## src/rtl/pht_update_queue.sv

```systemverilog
// Queue of outstanding branch predictions between fetch and execute.
// Resolves entries in program order and drives the registered PHT update port.
module pht_update_queue #(
   parameter int unsigned D_WIDTH   = 8,
   parameter int unsigned DEPTH     = 4,
   parameter int unsigned CNT_WIDTH = 16
) (
   input  logic                       clk,
   input  logic                       rst,
   input  logic                       i_push,
   input  logic [D_WIDTH-1:0]         i_push_idx,
   input  logic                       i_push_pred,
   input  logic                       i_resolve,
   input  logic                       i_actual_taken,
   input  logic                       i_flush,
   output logic                       o_full,
   output logic                       o_empty,
   output logic [$clog2(DEPTH):0]     o_count,
   output logic                       o_update,
   output logic                       o_actual_taken,
   output logic [D_WIDTH-1:0]         o_addr_update,
   output logic                       o_mispredict,
   output logic                       o_error,
   output logic [CNT_WIDTH-1:0]       o_mispredict_cnt
);

   localparam int unsigned AW = $clog2(DEPTH);
   localparam int unsigned CW = AW + 1;

   logic [D_WIDTH-1:0]   idx_mem_q [DEPTH];
   logic [DEPTH-1:0]     pred_mem_q;

   logic [AW-1:0]        wptr_q, wptr_d;
   logic [AW-1:0]        rptr_q, rptr_d;
   logic [CW-1:0]        count_q, count_d;
   logic                 full_q, empty_q;
   logic                 update_q, mis_q, err_q;
   logic                 taken_q, taken_d;
   logic [D_WIDTH-1:0]   addr_q, addr_d;
   logic [CNT_WIDTH-1:0] mcnt_q, mcnt_d;

   logic pop, mis, clear, push_ok, err, is_full, is_empty;

   // Pop/push acceptance and the wrong-path / flush clear
   always_comb begin
      is_full  = (count_q == CW'(DEPTH));
      is_empty = (count_q == '0);
      pop      = i_resolve && !is_empty;
      mis      = pop && (pred_mem_q[rptr_q] ^ i_actual_taken);
      clear    = mis || i_flush;
      push_ok  = i_push && (!is_full || pop) && !clear;
      err      = (i_resolve && is_empty) || (i_push && is_full && !pop);
   end

   always_comb begin
      wptr_d  = wptr_q;
      rptr_d  = rptr_q;
      count_d = count_q;
      addr_d  = addr_q;
      taken_d = taken_q;
      mcnt_d  = mcnt_q;
      if (clear) begin
         rptr_d  = wptr_q;
         count_d = '0;
      end else begin
         if (push_ok) wptr_d = wptr_q + AW'(1);
         if (pop)     rptr_d = rptr_q + AW'(1);
         count_d = count_q + CW'(push_ok) - CW'(pop);
      end
      if (pop) begin
         addr_d  = idx_mem_q[rptr_q];
         taken_d = i_actual_taken;
      end
      if (mis && (mcnt_q != '1)) mcnt_d = mcnt_q + CNT_WIDTH'(1);
   end

   always_ff @(posedge clk or posedge rst) begin
      if (rst) begin
         wptr_q   <= '0;
         rptr_q   <= '0;
         count_q  <= '0;
         full_q   <= 1'b0;
         empty_q  <= 1'b1;
         update_q <= 1'b0;
         mis_q    <= 1'b0;
         err_q    <= 1'b0;
         taken_q  <= 1'b0;
         addr_q   <= '0;
         mcnt_q   <= '0;
      end else begin
         wptr_q   <= wptr_d;
         rptr_q   <= rptr_d;
         count_q  <= count_d;
         full_q   <= (count_d == CW'(DEPTH));
         empty_q  <= (count_d == '0);
         update_q <= pop;
         mis_q    <= mis;
         err_q    <= err;
         taken_q  <= taken_d;
         addr_q   <= addr_d;
         mcnt_q   <= mcnt_d;
      end
   end

   // Entry storage needs no reset: occupancy is tracked by the pointers and count
   always_ff @(posedge clk) begin
      if (push_ok) begin
         idx_mem_q[wptr_q]  <= i_push_idx;
         pred_mem_q[wptr_q] <= i_push_pred;
      end
   end

   assign o_full           = full_q;
   assign o_empty          = empty_q;
   assign o_count          = count_q;
   assign o_update         = update_q;
   assign o_actual_taken   = taken_q;
   assign o_addr_update    = addr_q;
   assign o_mispredict     = mis_q;
   assign o_error          = err_q;
   assign o_mispredict_cnt = mcnt_q;

endmodule

```

## config.mk

```make
export PLATFORM = sky130hd
export DESIGN_NAME = pht_update_queue
export DESIGN_NICKNAME = d
export VERILOG_FILES = /design/src/rtl/pht_update_queue.sv
export SDC_FILE = /design/constraint.sdc
export NUM_CORES = 1
export LEC_CHECK = 0
export CORE_UTILIZATION = 58
export CTS_CLUSTER_DIAMETER = 40
export DETAILED_ROUTE_END_ITERATION = 6
export PLACE_DENSITY = 0.85
export SYNTH_ARGS = -nofsm -noshare
export SYNTH_HDL_FRONTEND = slang
export SYNTH_SLANG_ARGS = --single-unit
```

## constraint.sdc

```tcl
create_clock -name clk -period 4.6 [get_ports clk]
set_input_delay 0.46 -clock clk [delete_from_list [all_inputs] [get_ports clk]]
set_output_delay 0.46 -clock clk [all_outputs]
set_load 0.05 [all_outputs]
```

After elaboration in Yosys (flattened, before gate mapping) --
Memory sizes are Yosys's and may differ from the RTL's. A register that Yosys moved wholly into a read port is not among the register bits. Index checks and enable logic that the tools add are counted.
Operators by class: $add $sub $neg 5, order comparisons 3, eq/ne operators 3, mux-type cells 10, bitwise operators 2, reductions and logical operators 20
Operator list (number):
- $add A16 B1 Y16 const B | 1
- $ne A16 B16 Y1 const B | 1
- $logic_and A1 B1 Y1 | 9
- $eq A3 B3 Y1 const B | 2
- $logic_not A3 Y1 | 2
- $lt A2 B3 Y1 const B | 2
- $add A2 B1 Y2 const B | 2
- $bwmux W4 | 1
- $logic_not A1 Y1 | 4
- $mux W1 | 4
- $mux W2 | 2
- $add A3 B1 Y3 | 1
- $logic_or A1 B1 Y1 | 3
- $mux W3 | 1
- $sub A3 B1 Y3 | 1
- $bmux W1 S2 | 1
- $demux W1 S2 | 1
- $ge A2 B1 Y1 const B | 1
- $reduce_and A2 Y1 | 1
- $reduce_bool A2 Y1 | 1
- $not A1 Y1 | 1
- $xor A1 B1 Y1 | 1
Storage, ports and cells: bits in registers 33, memory bits (writable) 32, input port bits 15, output and inout port bits 33, memories 1
Memory list:
- idx_mem_q | words 4, bits a word 8, rd ports 1, clocked after memory_dff 1, wr ports 1, line 30 | logic [D_WIDTH-1:0] idx_mem_q [DEPTH];

Logic depth before layout (Yosys ltp) --
Gate-level depths: netlist of run 1.
depth in word-level cells 11, gate-level depth with buffers 16

Worst setup path before layout of run 1 --
No wires, ideal clock.
kind reg-to-reg, start point register count_q[2], in the netlist o_count[2], end point register full_q, in the netlist o_full, library setup time 105 ps, arrival time 3133 ps, path slack 1362 ps, stages on the path, launching flop included 15, period minus slack after synthesis 3238 ps, path through dfrtp_1 o31ai_4 inv_2 nand3_4 inv_2 nor3_4 inv_1 ha_1 inv_1 ha_1 inv_1 fa_1 xor2_1 xnor2_1 nor4b_1
Between the ends: word-level cells in the longest chain between the ends 11, elaborated cells between the ends (all ways) 15
RTL lines:
- start, declared | line 35 | logic [CW-1:0] count_q, count_d;
- start signal, assigned | line 93 | count_q <= count_d;
- $logic_not A3 Y1 (*) | line 47 | is_empty = (count_q == '0);
- $logic_not A1 Y1 (*) | line 48 | pop = i_resolve && !is_empty;
- $logic_and A1 B1 Y1 (*) | line 48
- $logic_and A1 B1 Y1 (*) | line 49 | mis = pop && (pred_mem_q[rptr_q] ^ i_actual_taken);
- net mis | line 42 | logic pop, mis, clear, push_ok, err, is_full, is_empty;
- $logic_or A1 B1 Y1 (*) | line 50 | clear = mis || i_flush;
- $logic_not A1 Y1 | line 51 | push_ok = i_push && (!is_full || pop) && !clear;
- $logic_and A1 B1 Y1 | line 51
- $add A3 B1 Y3 | line 68 | count_d = count_q + CW'(push_ok) - CW'(pop);
- $sub A3 B1 Y3 | line 68
- $mux W3 (*) | line 62 | if (clear) begin
- $eq A3 B3 Y1 (*) | line 94 | full_q <= (count_d == CW'(DEPTH));
- end signal, assigned | line 94
- end, declared | line 36 | logic full_q, empty_q;
Mark *: on every way through the listed nets, which the timed path passes. The rest lies on a longest branch. A chain may end at the register's enable or synchronous reset.

Final worst setup path of run 1 --
start point register rptr_q[1], end point register full_q, in the netlist o_full
Between the ends: word-level cells in the longest chain between the ends 11
RTL lines:
- start, declared | line 34 | logic [AW-1:0] rptr_q, rptr_d;
- start signal, assigned | line 92 | rptr_q <= rptr_d;
- $bmux W1 S2 (*) | line 49
- $mux W1 (not written as such) (*) | line 49
- $xor A1 B1 Y1 (*) | line 49
- $logic_and A1 B1 Y1 (*) | line 49
- net mis | line 42
- $logic_or A1 B1 Y1 (*) | line 50
- $logic_not A1 Y1 | line 51
- $logic_and A1 B1 Y1 | line 51
- $add A3 B1 Y3 | line 68
- $sub A3 B1 Y3 | line 68
- $mux W3 (*) | line 62
- $eq A3 B3 Y1 (*) | line 94
Mark *: on every way through the listed nets, which the timed path passes. The rest lies on a longest branch. The select of a mux whose other input is x is not followed.

==> results of run 1 <==
-- flip-flops by register name (all words and copies together), names as in the netlist, 2 cells and up --
name              count
wptr_q                2
o_addr_update         8
idx_mem_q            32
rptr_q                2
o_count               3
pred_mem_q            4
o_mispredict_cnt     16
-- worst min-delay path, cell delays in order, from the launching register on --
cell,delay (ns)
dfrtp_1,0.35
nand2_1,0.05
nand2_1,0.05
-- per-stage QoR --
step	hold WS (ns)	setup WS, ns	area (um2)	total power, mW	util
floorplan	0.533	1.36	3170	1.66	-
global placement	0.463	0.939	3700	1.92	0.715
detailed placement	0.470	0.791	3700	1.96	0.715
CTS	0.488	0.873	3890	2.43	0.752
global route	0.506	0.679	3890	2.54	0.752
finish	0.481	0.884	3890	2.42	0.752
-- report_power, final --
part / internal [mW] / switching (mW)
clock network: 0.250 / 0.229
logic: 0.374 / 0.585
registers: 0.831 / 0.146
total: 1.46 / 0.960
-- metal layers --
metal / GRT usage / up-vias / share of wire
met5: 0 / - / 0
met4: 0.129 / 0 / 0.021
met3: 0.0506 / 11 / 0.040
met2: 0.359 / 51 / 0.50
met1: 0.281 / 971 / 0.44
li1: - / 917 / -
-- area by class of cell --
cell class,count,area [um2]
clock buffer,11,131
clock inverter,5,56.3
fill,328,1280
inverter,9,33.8
multi-input combinational,136,1090
sequential,73,2010
tap,70,87.6
timing repair buffer,48,478
-- placed cells by master, fill, tap and decap left out, types with 6 or more instances in the layout --
master and instances:
inv_1 7, nand3_1 6, xor2_1 14, edfxtp_1 36, nor2_1 8, nand2_1 36
clkbuf_8 9, mux4_2 8, ha_1 7, dfrtp_1 36, nor3_1 6, clkdlybuf4s50_1 47
-- kinds of logic (layout without fill, tap and decap cells) --
kind of cell	after synthesis	after routing
AOI/OAI and AO/OA	8	8
and+or+nand+nor	85	85
muxes	16	16
DFF	73	73
buffers and inverters	15	73
xor gates and xnor gates	19	19
adders and majority gates	8	8
-- worst max path at each step --
stage | startpoint | end | slack (ns) | cells past startpoint
floorplan | o_count[2]$_DFF_PP0_ | o_full$_DFF_PP0_ | 1.36 | 14
global placement | i_actual_taken | o_full$_DFF_PP0_ | 0.94 | 15
detailed placement | i_actual_taken | o_full$_DFF_PP0_ | 0.79 | 15
CTS | rptr_q[1]$_DFFE_PP0P_ | o_full$_DFF_PP0_ | 0.87 | 14
global route | rptr_q[1]$_DFFE_PP0P_ | o_full$_DFF_PP0_ | 0.68 | 14
finish | rptr_q[1]$_DFFE_PP0P_ | o_full$_DFF_PP0_ | 0.88 | 14
==> out/summary.txt, run 1 <==
Adder-Cell Fraction of Synth Area: 0.0340
CP cell instances: mux2i_1, mux2_2, nand3_4, inv_2, nor3_4, inv_1, ha_1, inv_1, ha_1, inv_1, fa_1, xor2_1, xnor2_1, nor4b_1
Worst Tran Pin Value: 0.792 ns
postcts setup bufs: 0
hold_buf cts: 0
Setup TNS Final: 0 ns
most frequent CP cell: inv_1
Worst R2R Start: rptr_q[1]$_DFFE_PP0P_
DIE AREA: 5760 um2
Final Cycle Share: 0.808
largest net degree at the start of global routing: 38
Synth Cell Area: 3170 um2
post-synth net total: 247
crit path max fanout: 17
PD cells: 621 nW/um2
ANT cells: 0
Via Count: 1,950
static leakage: 1.58 nW
synth warn: 0
share of cells above drive strength 1: 0.135
DRT iter0 DRCs: 85
Synth top area share: 0.341
Via density: 5.54
Post-Synth XOR/XNOR Area: 0.0525
post-synthesis simple-gate area fraction: 0.152
hold endpoint: o_addr_update[2]$_DFFE_PP0P_
Clk Latency, worst-skew pair: 0.34 ns
gp weighted congestion: 0.755
total iterations of the first detailed-routing run: 5
clock buffer count from CTS: 9
nets: 300
Distinct cells, synth: 44
FF-to-FF End: o_full$_DFF_PP0_
mux contribution to synthesized area: 0.0849
Avg WL per Cell: 15.9 um
number of global-route vias before repair: 2,040
WP data required: 4.83 ns
Hold Path Class: reg -> reg
FFs w/ async S/R, synth: 0.507
Synth area leader: edfxtp_1
gr ovfl total: 0
Slew Viols, Final: 0
number of setup violations in the final report: 0
H-tree depth: 3
CTS resizes: 0
Die Ht: 75.9 um
Layout area overhead: 22.7%
Buf/Inv on CP: 4
first-pass GRT wire length: 9720 um
status: finished clean
post-route minimum period: 3.72 ns
number of synthesized flops with an enable pin: 36
HP Start: o_addr_update[2]$_DFFE_PP0P_
Layout Cells excl Fill: 352
Setup CP Type: reg -> reg
FP Rows: 26
Worst path slowest cell: dfrtp_1
DRC violations left: 0
Clock Tree Root: clkbuf_8
synth top area cells: edfxtp_1 (34%), dfrtp_1 (28%), mux4_2 (5.7%), nand2_1 (4.3%), xor2_1 (3.9%)
I/O pin count: 48
RSZ-0062 raised after global routing: no
Port Buffers: 47
Most used DFF post-synth: edfxtp_1
crit path DAT: 3.95 ns
peak supply drop: 0.323 mV
die width: 75.9 um
hold path depth: 2
routed wire length: 5610 um
worst reg2reg setup slack: 0.88 ns
Core ar.: 5170 um2
MaxCap Viol Count: 0
post-route ant nets: 0
dpl cells: 336
Max transition margin: 0.468
main combinational cell family by area after synthesis: simple AND/OR/NAND/NOR gates
CTS Sinks: 73
Cells after Synth: 224
Initial Util: 0.613
synthesis-stage register bit count: 73
Synth Area in Compound Gates: 0.0209
initial antenna violation count: 0
register area share after synthesis: 0.634
R2R depth: 14
clock transition at the registers of the reported paths: 0.07 ns
Max Freq: 269 MHz
slowest stage delay, CP: 0.68 ns
Layout Skew: 0.00587 ns
CP Launch Type: flip-flop
DP HPWL: 3740 um
syn_area_per_cell: 14.1 um2
CP delay by family, top: simple AND/OR/NAND/NOR gates
CTS tree: built
endpoints failing hold: 0
top post-synthesis cells by count: dfrtp_1 (36), edfxtp_1 (36), nand2_1 (36)
CTS Buffer Depth: 2
gr usage total: 0.223
Worst Setup End Kind: flip-flop
(Power assumes the default switching activity.)
==> run 2, diff against run 1 <==
--- a/config.mk
+++ b/config.mk
@@ -5,10 +5,10 @@
 export SDC_FILE = /design/constraint.sdc
 export NUM_CORES = 1
 export LEC_CHECK = 0
-export CORE_UTILIZATION = 58
+export CORE_UTILIZATION = 53
 export CTS_CLUSTER_DIAMETER = 40
 export DETAILED_ROUTE_END_ITERATION = 6
-export PLACE_DENSITY = 0.85
+export PLACE_DENSITY = 0.79
 export SYNTH_ARGS = -nofsm -noshare
 export SYNTH_HDL_FRONTEND = slang
 export SYNTH_SLANG_ARGS = --single-unit
==> constraint.sdc (replaced) <==
create_clock -name clk -period 3.8 [get_ports clk]
set_input_delay 0.38 -clock clk [delete_from_list [all_inputs] [get_ports clk]]
set_output_delay 0.38 -clock clk [all_outputs]
set_load 0.05 [all_outputs]
==> run 2 against run 1 <==
Effect of this change: critical endpoint unchanged; final cell count increased by 1.7%; largest cell class unchanged; combinational power up 27%; via count fell by 0.26%; sequential share of layout area is 0.90 points lower; sequential power rose by 17%; critical path type unchanged; global-route usage shrank 1.7 points.
==> out/summary.txt, run 2 (same netlist as run 1, synthesis figures left out) <==
DRT iter0 DRCs: 54 (-36%)
commonest non-fill, non-tap cell in the layout: clkdlybuf4s50_1
nets: 304 (+1.3%)
Max transition margin: 0.448 (-0.0204)
clock buffer count from CTS: 9 (unchanged)
Avg WL per Cell: 15.9 um (about the same)
die width: 79.3 um (+4.5%)
post-route minimum period: 3.21 ns (-0.501 ns)
CTS resizes: 0 (unchanged)
max reg flops: 32 (unchanged)
CP cell instances: mux2i_1, mux2_2, nand3_4, inv_2, nor3_4, inv_1, ha_1, inv_1, ha_1, inv_1, fa_1, xor2_1, xnor2_1, nor4b_1
Max Freq: 311 MHz (+16%)
CTS tree: built
Worst path slowest cell: mux2_2
crit path max fanout: 7 (-10)
endpoints failing hold: 0 (unchanged)
Hold Path Class: in -> async
hold_buf cts: 0 (unchanged)
initial antenna violation count: 0 (unchanged)
clock transition at the registers of the reported paths: 0.07 ns (about the same)
postcts setup bufs: 0 (unchanged)
Clock Tree Root: clkbuf_8
most frequent cells in the layout: clkdlybuf4s50_1 (47), nand2_1 (36), edfxtp_1 (36), dfrtp_1 (36), xor2_1 (14)
Die Ht: 79.3 um (+4.5%)
worst hold margin: 0.453 ns (-0.0279 ns)
number of setup violations in the final report: 0 (unchanged)
Initial Util: 0.562 (-0.0510)
gp weighted congestion: 0.789 (+4.5%)
Setup TNS Final: 0 ns (unchanged)
Setup CP Type: reg -> reg
slowest stage delay, CP: 0.41 ns (-0.27 ns)
Slew Viols, Final: 0 (unchanged)
MaxCap Viol Count: 0 (unchanged)
Layout area overhead: 24.8%
CTS Sinks: 73 (unchanged)
Via Count: 1,945 (-0.26%)
largest net degree at the start of global routing: 38 (unchanged)
peak supply drop: 0.458 mV (+42%)
CP Launch Type: flip-flop
FP Rows: 27 (+3.8%)
DP HPWL: 3950 um (+5.5%)
Final Cycle Share: 0.846 (+0.0382)
DIE AREA: 6290 um2 (+9.2%)
Via density: 5.43 (-1.9%)
I/O pin count: 48 (unchanged)
Clk Latency, worst-skew pair: 0.34 ns (about the same)
Core ar.: 5640 um2 (+9.1%)
static leakage: 1.61 nW (+2.5%)
ANT cells: 0 (unchanged)
WP data required: 4.03 ns (-0.80 ns)
total iterations of the first detailed-routing run: 4 (-1)
post-route ant nets: 0 (unchanged)
share of cells above drive strength 1: 0.147 (+0.0121)
routed wire length: 5710 um (+1.7%)
first-pass GRT wire length: 9330 um (-4.1%)
status: finished clean
Worst Tran Pin Value: 0.822 ns (+0.0303 ns)
DRC violations left: 0 (unchanged)
most frequent CP cell: inv_1
H-tree depth: 3 (unchanged)
Worst Setup End Kind: flip-flop
RSZ-0062 raised after global routing: no
crit path DAT: 3.44 ns (-0.51 ns)
Port Buffers: 47 (unchanged)
gr usage total: 0.207 (-0.0168)
PD cells: 769 nW/um2 (+24%)
gr ovfl total: 0 (unchanged)
number of global-route vias before repair: 1,903 (-6.7%)
Most flops, register: idx_mem_q
CTS Buffer Depth: 2 (unchanged)
Layout Skew: 0.00910 ns (+0.00323 ns)
-- run 2: cell type report --
type	instances	area, um2
Clock buffer	13	159
Clock inverter	3	65.1
Fill cell	383	1690
Inverter	9	33.8
Multi-Input combinational cell	136	1090
Sequential cell	73	2010
Tap cell	72	90.1
Timing Repair Buffer	52	508
-- run 2: per-layer routing --
| layer | share of wire | wire [um] | global-route usage | up-vias |
|---|---|---|---|---|
| li1 | - | - | - | 927 |
| met1 | 0.44 | 2520 | 0.273 | 964 |
| met2 | 0.50 | 2850 | 0.316 | 47 |
| met3 | 0.047 | 269 | 0.0644 | 7 |
| met4 | 0.013 | 72 | 0.0873 | 0 |
| met5 | 0 | 0 | 0 | - |
-- run 2: through the flow --
step | power, mW | cells | utilization | instance area, um2 | setup WS [ns]
2_1_floorplan | 2.01 | 224 | - | 3170 | 0.562
3_3_place_gp | 2.36 | 342 | 0.662 | 3730 | 0.395
3_5_place_dp | 2.40 | 342 | 0.662 | 3730 | 0.235
4_1_cts | 3.07 | 358 | 0.701 | 3960 | 0.549
5_1_grt | 3.21 | 358 | 0.701 | 3960 | 0.367
6_report | 3.04 | 358 | 0.701 | 3960 | 0.585
-- run 2: where the power goes --
| part | switching, mW | total (mW) | internal [mW] | leakage [nW] |
|---|---|---|---|---|
| Clock | 0.273 | 0.678 | 0.405 | 0.114 |
| Combinational | 0.746 | 1.22 | 0.475 | 0.702 |
| Sequential | 0.137 | 1.14 | 1.01 | 0.800 |
-- run 2: final timing paths --
path	from	endpoint	slack (ns)	depth (start not counted)
setup / recovery	rptr_q[1]$_DFFE_PP0P_	o_full$_DFF_PP0_	0.59	14
hold / removal	rst	o_update$_DFF_PP0_	0.45	3
setup reg to reg	rptr_q[1]$_DFFE_PP0P_	o_full$_DFF_PP0_	0.59	14
hold reg to reg	o_addr_update[7]$_DFFE_PP0P_	o_addr_update[7]$_DFFE_PP0P_	0.48	2
max in group asynchronous	rst	o_empty$_DFF_PP1_	2.99	3
min in group clk	o_addr_update[7]$_DFFE_PP0P_	o_addr_update[7]$_DFFE_PP0P_	0.48	2
-- run 2: worst max-delay path, delay by kind of cell, from the launching register on --
family | cells | cell delay [ns]
xor+xnor | 2 | 0.33
fa+ha+maj | 3 | 0.76
buf+inv | 4 | 0.23
flops | 1 | 0.39
simple gates | 3 | 0.68
mux | 2 | 0.72
